[config.mk]
export PLATFORM = sky130hd
export DESIGN_NAME = aes_reseed_ctrl
export DESIGN_NICKNAME = d
export VERILOG_FILES = /design/src/rtl/aes_reseed_ctrl_pkg.sv /design/src/rtl/aes_reseed_ctrl_updown_cnt.sv /design/src/rtl/aes_reseed_ctrl.sv
export SDC_FILE = /design/constraint.sdc
export NUM_CORES = 1
export LEC_CHECK = 0
export ABC_AREA = 1
export ABC_CLOCK_PERIOD_IN_PS = 2600
export CAP_MARGIN = 20
export CORE_MARGIN = 2
export CORE_UTILIZATION = 32
export CTS_BUF_LIST = sky130_fd_sc_hd__clkbuf_4 sky130_fd_sc_hd__clkbuf_8
export DETAILED_ROUTE_END_ITERATION = 6
export PLACE_DENSITY = 0.87
export SLEW_MARGIN = 20
export SYNTH_ARGS = -nofsm -noshare
export SYNTH_HDL_FRONTEND = slang
export SYNTH_SLANG_ARGS = --single-unit
[constraint.sdc]
create_clock -name clk -period 2.6 [get_ports clk]
set_input_delay 0.39 -clock clk [delete_from_list [all_inputs] [get_ports clk]]
set_output_delay 0.39 -clock clk [all_outputs]
set_load 0.01 [all_outputs]
[src/rtl/aes_reseed_ctrl_pkg.sv]
// ============================================================================
// Module      : aes_reseed_ctrl_pkg
// Description : Shared constants for the AES reseed-policy controller:
//               FSM state encodings and the PRNG seed width.
// Ports       : none (package)
// Revision    : 1.0 - initial release
// ============================================================================
`default_nettype none

package aes_reseed_ctrl_pkg;

  // Width of the PRNG seed carried from the entropy source to the AES top.
  localparam int unsigned C_SEED_W = 80;

  // Controller FSM encoding.
  localparam int unsigned       C_STATE_W = 2;
  localparam logic [C_STATE_W-1:0] C_ST_INIT  = 2'd0;  // first seed after reset
  localparam logic [C_STATE_W-1:0] C_ST_RUN   = 2'd1;  // encryptions flowing
  localparam logic [C_STATE_W-1:0] C_ST_DRAIN = 2'd2;  // waiting for in-flight results
  localparam logic [C_STATE_W-1:0] C_ST_SEED  = 2'd3;  // offering a fresh seed

  // True in the two states where the seed path is open.
  function automatic logic state_is_seeding(input logic [C_STATE_W-1:0] s);
    return (s == C_ST_INIT) || (s == C_ST_SEED);
  endfunction

endpackage

`default_nettype wire

[src/rtl/aes_reseed_ctrl_updown_cnt.sv]
// ============================================================================
// Module      : aes_reseed_ctrl_updown_cnt
// Description : Up/down counter tracking encryptions in flight inside the
//               AES top. Increment and decrement in the same cycle hold.
// Ports       : clk      - clock
//               rst      - synchronous active-low reset (count -> 0)
//               inc_i    - one encryption accepted
//               dec_i    - one result returned
//               count_o  - current count
// Revision    : 1.0 - initial release
// ============================================================================
`default_nettype none

module aes_reseed_ctrl_updown_cnt #(
  parameter int unsigned WIDTH = 2
) (
  input  logic             clk,
  input  logic             rst,
  input  logic             inc_i,
  input  logic             dec_i,
  output logic [WIDTH-1:0] count_o
);

  logic [WIDTH-1:0] count_q;
  logic [WIDTH-1:0] count_d;

  always_comb begin
    count_d = count_q;
    case ({inc_i, dec_i})
      2'b10:   count_d = count_q + WIDTH'(1);
      2'b01:   count_d = count_q - WIDTH'(1);
      default: count_d = count_q;
    endcase
  end

  always_ff @(posedge clk) begin
    if (!rst) begin
      count_q <= '0;
    end else begin
      count_q <= count_d;
    end
  end

  assign count_o = count_q;

endmodule

`default_nettype wire

[src/rtl/aes_reseed_ctrl.sv]
// ============================================================================
// Module      : aes_reseed_ctrl
// Description : Reseed-policy controller between the user input stream and
//               the masked AES top. Seeds the PRNG after reset, every
//               RESEED_PERIOD encryptions, and on force_reseed. In-flight
//               encryptions are drained before a seed is offered.
// Ports       : clk, rst (sync, active-low)
//               usr_in_valid/usr_in_ready     - user plaintext/key handshake
//               core_in_valid/core_in_ready   - AES top input handshake
//               core_out_valid/core_out_ready - AES top output (monitored)
//               seed_src_valid/ready/data     - entropy-source seed stream
//               core_seed_valid/ready, core_seed - AES top seed port
//               force_reseed                  - single-cycle reseed request
//               reseed_busy                   - high outside RUN
//               enc_count, reseed_count       - status counters
// Revision    : 1.0 - initial release
// ============================================================================
`default_nettype none

module aes_reseed_ctrl
  import aes_reseed_ctrl_pkg::*;
#(
  parameter int unsigned RESEED_PERIOD = 1024,
  parameter int unsigned CNT_W         = 16,
  parameter int unsigned OUT_W         = 2
) (
  input  logic                clk,
  input  logic                rst,
  input  logic                usr_in_valid,
  output logic                usr_in_ready,
  output logic                core_in_valid,
  input  logic                core_in_ready,
  input  logic                core_out_valid,
  input  logic                core_out_ready,
  input  logic                seed_src_valid,
  output logic                seed_src_ready,
  input  logic [C_SEED_W-1:0] seed_src_data,
  output logic                core_seed_valid,
  input  logic                core_seed_ready,
  output logic [C_SEED_W-1:0] core_seed,
  input  logic                force_reseed,
  output logic                reseed_busy,
  output logic [CNT_W-1:0]    enc_count,
  output logic [CNT_W-1:0]    reseed_count
);

  localparam logic [OUT_W-1:0] C_OUT_MAX  = '1;
  localparam logic [CNT_W:0]   C_PERIOD   = (CNT_W+1)'(RESEED_PERIOD);
  localparam bit               C_PERIODIC = (RESEED_PERIOD != 0);

  logic [C_STATE_W-1:0] state_q, state_d;
  logic [CNT_W-1:0]     enc_count_q, enc_count_d;
  logic [CNT_W-1:0]     reseed_count_q, reseed_count_d;
  logic                 pend_q, pend_d;

  logic [OUT_W-1:0]     w_outstanding;
  logic [CNT_W:0]       w_enc_next;
  logic                 w_acc, w_ret, w_full, w_seed_fire;
  logic                 w_period_hit, w_trigger, w_drained;

  // --------------------------------------------------------------------------
  // Handshake events and derived conditions
  // --------------------------------------------------------------------------
  assign w_acc       = core_in_valid & core_in_ready;
  assign w_ret       = core_out_valid & core_out_ready;
  assign w_seed_fire = core_seed_valid & core_seed_ready;
  assign w_full      = (w_outstanding == C_OUT_MAX);

  // One extra bit so the period compare cannot alias on counter wrap.
  assign w_enc_next   = {1'b0, enc_count_q} + (CNT_W+1)'(w_acc);
  assign w_period_hit = C_PERIODIC && (w_enc_next == C_PERIOD);
  assign w_trigger    = pend_q | force_reseed | w_period_hit;

  // The final result may return in the very cycle we leave DRAIN.
  assign w_drained = (w_outstanding == OUT_W'(w_ret));

  // Seed bus is a straight pass-through; only its handshake is gated.
  assign core_seed = seed_src_data;

  aes_reseed_ctrl_updown_cnt #(
    .WIDTH (OUT_W)
  ) u_outstanding (
    .clk     (clk),
    .rst     (rst),
    .inc_i   (w_acc),
    .dec_i   (w_ret),
    .count_o (w_outstanding)
  );

  // --------------------------------------------------------------------------
  // FSM: state register
  // --------------------------------------------------------------------------
  always_ff @(posedge clk) begin
    if (!rst) begin
      state_q <= C_ST_INIT;
    end else begin
      state_q <= state_d;
    end
  end

  // --------------------------------------------------------------------------
  // FSM: next state
  // --------------------------------------------------------------------------
  always_comb begin
    state_d = state_q;
    case (state_q)
      C_ST_INIT:  if (w_seed_fire) state_d = C_ST_RUN;
      C_ST_RUN:   if (w_trigger)   state_d = C_ST_DRAIN;
      C_ST_DRAIN: if (w_drained)   state_d = C_ST_SEED;
      C_ST_SEED:  if (w_seed_fire) state_d = C_ST_RUN;
      default:                     state_d = C_ST_INIT;
    endcase
  end

  // --------------------------------------------------------------------------
  // FSM: outputs. Everything is held at its reset value while rst is low so
  // that no handshake can complete in the reset cycle, whatever the state.
  // --------------------------------------------------------------------------
  always_comb begin
    usr_in_ready    = 1'b0;
    core_in_valid   = 1'b0;
    core_seed_valid = 1'b0;
    seed_src_ready  = 1'b0;
    reseed_busy     = 1'b1;
    if (rst) begin
      case (state_q)
        C_ST_RUN: begin
          core_in_valid = usr_in_valid & ~w_full;
          usr_in_ready  = core_in_ready & ~w_full;
          reseed_busy   = 1'b0;
        end
        C_ST_INIT, C_ST_SEED: begin
          core_seed_valid = seed_src_valid;
          seed_src_ready  = core_seed_ready;
        end
        default: begin
          // DRAIN: input held low so the AES top sees ~in_valid while idle.
        end
      endcase
    end
  end

  // --------------------------------------------------------------------------
  // Status counters and pending-request flag
  // --------------------------------------------------------------------------
  always_comb begin
    enc_count_d    = enc_count_q;
    reseed_count_d = reseed_count_q;
    pend_d         = pend_q;

    // acc is only possible in RUN; the trigger-cycle accept is still counted.
    if (w_acc) begin
      enc_count_d = w_enc_next[CNT_W-1:0];
    end

    // seed_fire is only possible in INIT/SEED.
    if (w_seed_fire) begin
      enc_count_d    = '0;
      reseed_count_d = reseed_count_q + CNT_W'(1);
    end

    // A request arriving while a seed is already being offered is absorbed
    // by that reseed; otherwise remember it until the next SEED completes.
    if (state_q == C_ST_SEED && w_seed_fire) begin
      pend_d = 1'b0;
    end else if (force_reseed && !state_is_seeding(state_q)) begin
      pend_d = 1'b1;
    end
  end

  always_ff @(posedge clk) begin
    if (!rst) begin
      enc_count_q    <= '0;
      reseed_count_q <= '0;
      pend_q         <= 1'b0;
    end else begin
      enc_count_q    <= enc_count_d;
      reseed_count_q <= reseed_count_d;
      pend_q         <= pend_d;
    end
  end

  assign enc_count    = enc_count_q;
  assign reseed_count = reseed_count_q;

endmodule

`default_nettype wire

== After elaboration in Yosys (flattened, before gate mapping) ==
Cells that the tools add are included.
Word-level totals
  memory bits (writable): 0
  input bits: 89
  latch bits: 0
  memory bits (read-only): 0
  memories: 0
  word-level logic and storage cells: 54
  flip-flop bits (word level): 37
Operators by class
  reduce and logical (&&, ||, !) cells: 10
  shifts and indexed selects: 0
  multiplexer cells: 15
  multipliers: 0
  $lt $le $gt $ge: 0
  eq/ne operators: 11
  add/sub/neg operators: 4
  divide/modulo/power cells: 0
  bitwise operators: 9
Operators by type and width (count)
  $add A16 B1 Y17: 1
  $eq A17 B11 Y1 const B: 1
  $add A16 B1 Y16 const B: 1
  $mux W1: 10
  $eq A2 B2 Y1 const B: 4
  $mux W2: 3
  $pmux W2 S3: 1
  $reduce_or A2 Y1: 3
  $and A1 B1 Y1: 5
  $eq A2 B1 Y1 const B: 2
  $ne A2 B2 Y1 const B: 2
  $pmux W2 S2: 1
  $reduce_and A3 Y1: 1
  $add A2 B1 Y2 const B: 1
  $eq A2 B1 Y1: 1
  $logic_and A1 B1 Y1: 2
  $logic_not A2 Y1: 1
  $ne A2 B1 Y1 const B: 1
  $not A1 Y1: 2
  $or A1 B1 Y1: 2
  $reduce_bool A2 Y1: 1
  $sub A2 B1 Y2 const B: 1
  $logic_not A1 Y1: 1
  $logic_or A1 B1 Y1: 1

== Logic depth before layout (Yosys ltp) ==
Gate-level depths: netlist (run 1).
  word-level depth: 11
  depth in mapped cells: 21
  depth with buffers taken out: 19

== Hierarchy ==
From an unflattened synthesis (run 1), not the netlist that was laid out.
Second synthesis, totals
  cell total of the unflattened synthesis: 404
  area total of the unflattened synthesis: 2761.4 um^2
Modules (own cells, without submodules)
  aes_reseed_ctrl: area each 2647.5 um^2, instances 1, cells each 386
  aes_reseed_ctrl_updown_cnt: area each 113.9 um^2, instances 1, cells each 18

== Worst setup path after synthesis (run 1) ==
OpenSTA, ideal clock, no wires.
  path kind: reg2reg
  from: reg state_q[0]
  to: reg state_q[1]
  arrival: 2628 ps
  path slack: -160 ps
  path buffers: 2
  required time: 2468 ps
  cell stages (with the launch flop): 19
  cells stage by stage: dfxtp_1 > ha_1 > nand3_1 > nor2_1 > clkbuf_1 > buf_2 > ha_1 > ha_1 > or2_2 > nor2_1 > nand3_1 > nor2_1 > nand3_1 > nor2_1 > nand2_1 > nand2_2 > nand2_1 > nand2_1 > a21oi_2
On the way
  longest elaborated chain between the ends: 9
RTL lines
  start: declaration: RTL line aes_reseed_ctrl.sv:51  | logic [C_STATE_W-1:0] state_q, state_d;
  start signal: assignment: RTL line aes_reseed_ctrl.sv:97  | state_q <= state_d;
  $eq A2 B1 Y1: RTL line aes_reseed_ctrl.sv:126  | case (state_q)
  $mux W1: RTL line aes_reseed_ctrl.sv:126
  $mux W1: RTL line aes_reseed_ctrl.sv:125  | if (rst) begin
  $and A1 B1 Y1: RTL line aes_reseed_ctrl.sv:64  | assign w_acc = core_in_valid & core_in_ready;
  net u_outstanding.inc_i: RTL line aes_reseed_ctrl_updown_cnt.sv:19  | input logic inc_i,
  $add A16 B1 Y17: RTL line aes_reseed_ctrl.sv:70  | assign w_enc_next = {1'b0, enc_count_q} + (CNT_W+1)'(w_acc);
  net w_enc_next[1]: RTL line aes_reseed_ctrl.sv:57  | logic [CNT_W:0] w_enc_next;
  $eq A17 B11 Y1: RTL line aes_reseed_ctrl.sv:71  | assign w_period_hit = C_PERIODIC && (w_enc_next == C_PERIOD);
  $or A1 B1 Y1: RTL line aes_reseed_ctrl.sv:72  | assign w_trigger = pend_q | force_reseed | w_period_hit;
  $ne A2 B2 Y1 (no line)
  $reduce_and A3 Y1 (no line)
The timed path passes the listed nets, and every way through them passes these cells.
A chain may end at the register's enable or synchronous reset.

== Worst setup path in the final report (run 1) ==
  from: in core_in_ready
  to: reg state_q[0]
On the way
  longest elaborated chain between the ends: 6
RTL lines
  start: declaration: RTL line aes_reseed_ctrl.sv:32  | input logic core_in_ready,
  $and A1 B1 Y1: RTL line aes_reseed_ctrl.sv:64
  $add A16 B1 Y17: RTL line aes_reseed_ctrl.sv:70
  $eq A17 B11 Y1: RTL line aes_reseed_ctrl.sv:71
  $or A1 B1 Y1: RTL line aes_reseed_ctrl.sv:72
  $ne A2 B2 Y1 (no line)
  $reduce_and A3 Y1 (no line)
Every way passes these cells.

==> qor.csv, run 1 <==
stage,metric,value,unit
pwr,p_per_area,490,nW/µm²
layout,postLayoutCoreUtil,35.1,%
timing,hold_ws,0.500,ns
logic_synthesis,netlist.area_leader.share,26.5,%
logic_synthesis,postSynthCellCount,401,
critical_path,cp_cell_sequence,clkdlybuf4s50_1 -> o21ai_2 -> nor2_2 -> ha_2 -> ha_4 -> nand2_2 -> nor2_4 -> buf_4 -> nand3_1 -> nor2_1 -> nor2_1 -> nand3_1 -> nor2_1 -> nand2_1 -> nand2_2 -> nand2_2 -> nand2_1 -> a21oi_1,
min_path,min_path_type,reg2reg,
timing,skew,0.00617,ns
place,io_buffers,45,
floorplan,num_rows,34,
critical_path,rr_startpoint,state_q[1],
clock_tree,worstSkewPairLatency,0.29,ns
critical_path,slowest_delay,0.48,ns
place,hpwl,5.07,mm
clock_tree,clock_path_buffers,2,
timing,min_period,2.42,ns
layout,drive_gt1_share,14.9,%
critical_path,path_class,in2reg,
place,gp_congestion,0.930,
timing,worstMarginPinSlew,0.478,ns
timing,setup_viol,0,
grt,grt-ovfl-total,0,
grt,grt_usage,13.6,%
timing,relSlewSlack,68.1,%
logic_synthesis,synth_warnings,0,
layout,fillers,901,
logic_synthesis,yosys_register_bits,37,
floorplan,core_area,8590,µm²
logic_synthesis,synth-seq-area-share,26.5,%
grt,grt_start_max_net_pins,20,
layout,layout.nets,478,
logic_synthesis,synth_area_leaders,"dfxtp_1 26%, buf_4 21%, nand2_1 7.9%",
layout,area_growth,8.01,%
run,maxCapViolations,0,
drt,drc,0,
floorplan,start_util,32.5,%
layout,final_common_cell,nand2_1,
logic_synthesis,avgSynthCellArea,6.97,µm²
grt,grt_pass1_wl,10.6,mm
logic_synthesis,synth_cell_type_count,37,
drt,dr.first_iter.drc_count,103,
floorplan,dieArea,9500,µm²
critical_path,cp_slowest_cell,clkdlybuf4s50_1,
drt,vias,2476,
floorplan,die_w,97.5,µm
logic_synthesis,yosysTopAreaCell,dfxtp_1,
drt,wl_per_cell,13.6,µm
critical_path,cp-endpoint,state_q[0],
pwr,vdd_ir_drop_max,0.000232,V
drt,drtPass1Iterations,4,
clock_tree,cts_tree,built,
timing,fmax,414,MHz
critical_path,reg2reg_to,state_q[0],
logic_synthesis,syn_nets,497,
layout,layout_common_cells,"58 x nand2_1, 52 x inv_1, 44 x clkdlybuf4s50_1",
critical_path,startpoint_type,input port,
floorplan,die_h,97.5,µm
drt,ant_nets,0,
timing,drv_slew,0,
clock_tree,cts_max_level,2,
logic_synthesis,mappedNetlistArea,2800,µm²
timing,setup-tns-final,0,ns
pwr,p_leak,1.22,nW
grt,grt_pass1_vias,2299,
critical_path,r2r_setup_slack,0.20,ns
timing,hold_viol,0,
critical_path,path_max_fanout,5,
clock_tree,cts_made_buffers,5,
critical_path,reg2reg_depth,19,
critical_path,cp_data_required_time,2.82,ns
timing,finalCritPeriodShare,93.0,%
critical_path,crit_path_start,core_in_ready,
floorplan,ios,206,
critical_path,critPathArrivalTime,2.64,ns
clock_tree,clock_sinks,37,
grt,antenna_found_initial,1,
critical_path,endpoint_kind,flop,
clock_tree,cts-root-buf,clkbuf_8,
drt,via_per_inst,5.03,
status,status,completed,
clock_tree,clk_pin_slew,0.07,ns
drt,drt-total-wl,6.70,mm
[how the worst min path moves through the flow]
stage                                    end  slack, ns                startpoint  cells after the start
floorplan           u_outstanding.count_o[1]       0.47  u_outstanding.count_o[1]                      2
global placement    u_outstanding.count_o[1]       0.48  u_outstanding.count_o[1]                      2
detailed placement           reseed_count[3]       0.49           reseed_count[3]                      1
CTS                          reseed_count[3]       0.51           reseed_count[3]                      1
global route                      state_q[1]       0.51                state_q[1]                      2
finish                            state_q[1]       0.50                state_q[1]                      2
[where the power goes]
part / switching (mW) / internal [mW] / total (mW) / leakage [nW]
combinational: 0.208 / 0.174 / 0.382 / 0.870
sequential: 0.0470 / 0.605 / 0.651 / 0.300
clock: 0.207 / 0.240 / 0.447 / 0.0542
[logic make-up (layout without fill, tap and decap cells)]
family,Yosys count,count (layout),share of synthesized area [%]
simple gates,151,151,27.6
xor+xnor,1,1,0.313
compound gates,64,64,12.6
other cells,0,1,0
buf+inv,141,123,29.9
fa+ha+maj,7,7,3.13
flops,37,37,26.5
[sequential cells by signal, indices dropped and copies added (netlist names)]
signal and count:
u_outstanding.count_o 2, pend_q 1, state_q 2, reseed_count 16
enc_count 16
[worst max-delay path: cells and delay by family]
kind                     cells  cell delay (ns)
adder cells (fa/ha/maj)      2             0.37
AO/OA/AOI/OAI                2             0.19
AND/OR/NAND/NOR             12             1.07
buffers and inverters        2             0.61
[Yosys cell counts (all sizes together)]
| cell type | instances |
|---|---|
| nand4 | 11 |
| nor4 | 2 |
| nand2 | 64 |
| inv | 54 |
| and3 | 1 |
| a211oi | 2 |
| a21oi | 28 |
| ha | 7 |
| o21a | 2 |
| or2 | 1 |
| dfxtp | 37 |
| clkinv | 1 |
| o21ai | 25 |
| clkbuf | 2 |
| o21bai | 1 |
| nor3b | 2 |
| o211ai | 5 |
| nor3 | 7 |
| nor2 | 36 |
| nand3 | 27 |
| a22oi | 1 |
| xor2 | 1 |
| buf | 84 |
[metal layers]
layer	part of all wire (%)	global-route usage, %	vias up
li1	-	-	1177
met1	38	14.5	1119
met2	49	24.1	134
met3	8.9	5.04	46
met4	3.9	5.45	0
met5	0	0	-
[what timing repair did]
action	in CTS	in global routing
hold buffers	0	0
resized for setup	0	13
setup endpoints to repair	0	6
buffers inserted	0	1
[layout make-up]
class                      count  area, µm²  area share, %
antenna                        1       2.50         0.0829
clock buffer                   7       96.3           3.19
clock inverter                 1       5.00          0.166
inverter                      55        208           6.88
multi-input combinational    223       1260           41.9
sequential                    37        743           24.6
tap                          108        135           4.48
timing repair buffer          60        566           18.7
[metrics by stage]
step / total power [mW] / area, µm² / cells / setup WS [ns]
3_5_place_dp: 1.02 / 2860 / 482 / -0.204
2_1_floorplan: 0.997 / 2800 / 401 / 0.00113
5_1_grt: 1.56 / 3020 / 492 / -0.0119
6_report: 1.48 / 3020 / 492 / 0.182
4_1_cts: 1.47 / 2960 / 490 / 0.0421
3_3_place_gp: 1.00 / 2860 / 482 / -0.106
No activity file was read; power rests on OpenSTA's default activity.
==> inputs of run 2 (changes only) <==
--- a/config.mk
+++ b/config.mk
@@ -10,7 +10,7 @@
 export CAP_MARGIN = 20
 export CORE_MARGIN = 2
 export CORE_UTILIZATION = 32
-export CTS_BUF_LIST = sky130_fd_sc_hd__clkbuf_4 sky130_fd_sc_hd__clkbuf_8
+export CTS_BUF_LIST = sky130_fd_sc_hd__clkbuf_8 sky130_fd_sc_hd__clkbuf_16
 export DETAILED_ROUTE_END_ITERATION = 6
 export PLACE_DENSITY = 0.87
 export SLEW_MARGIN = 20
==> results of run 2 <==
Same layout as run 1: the final DEF is identical, and so are final timing and power.
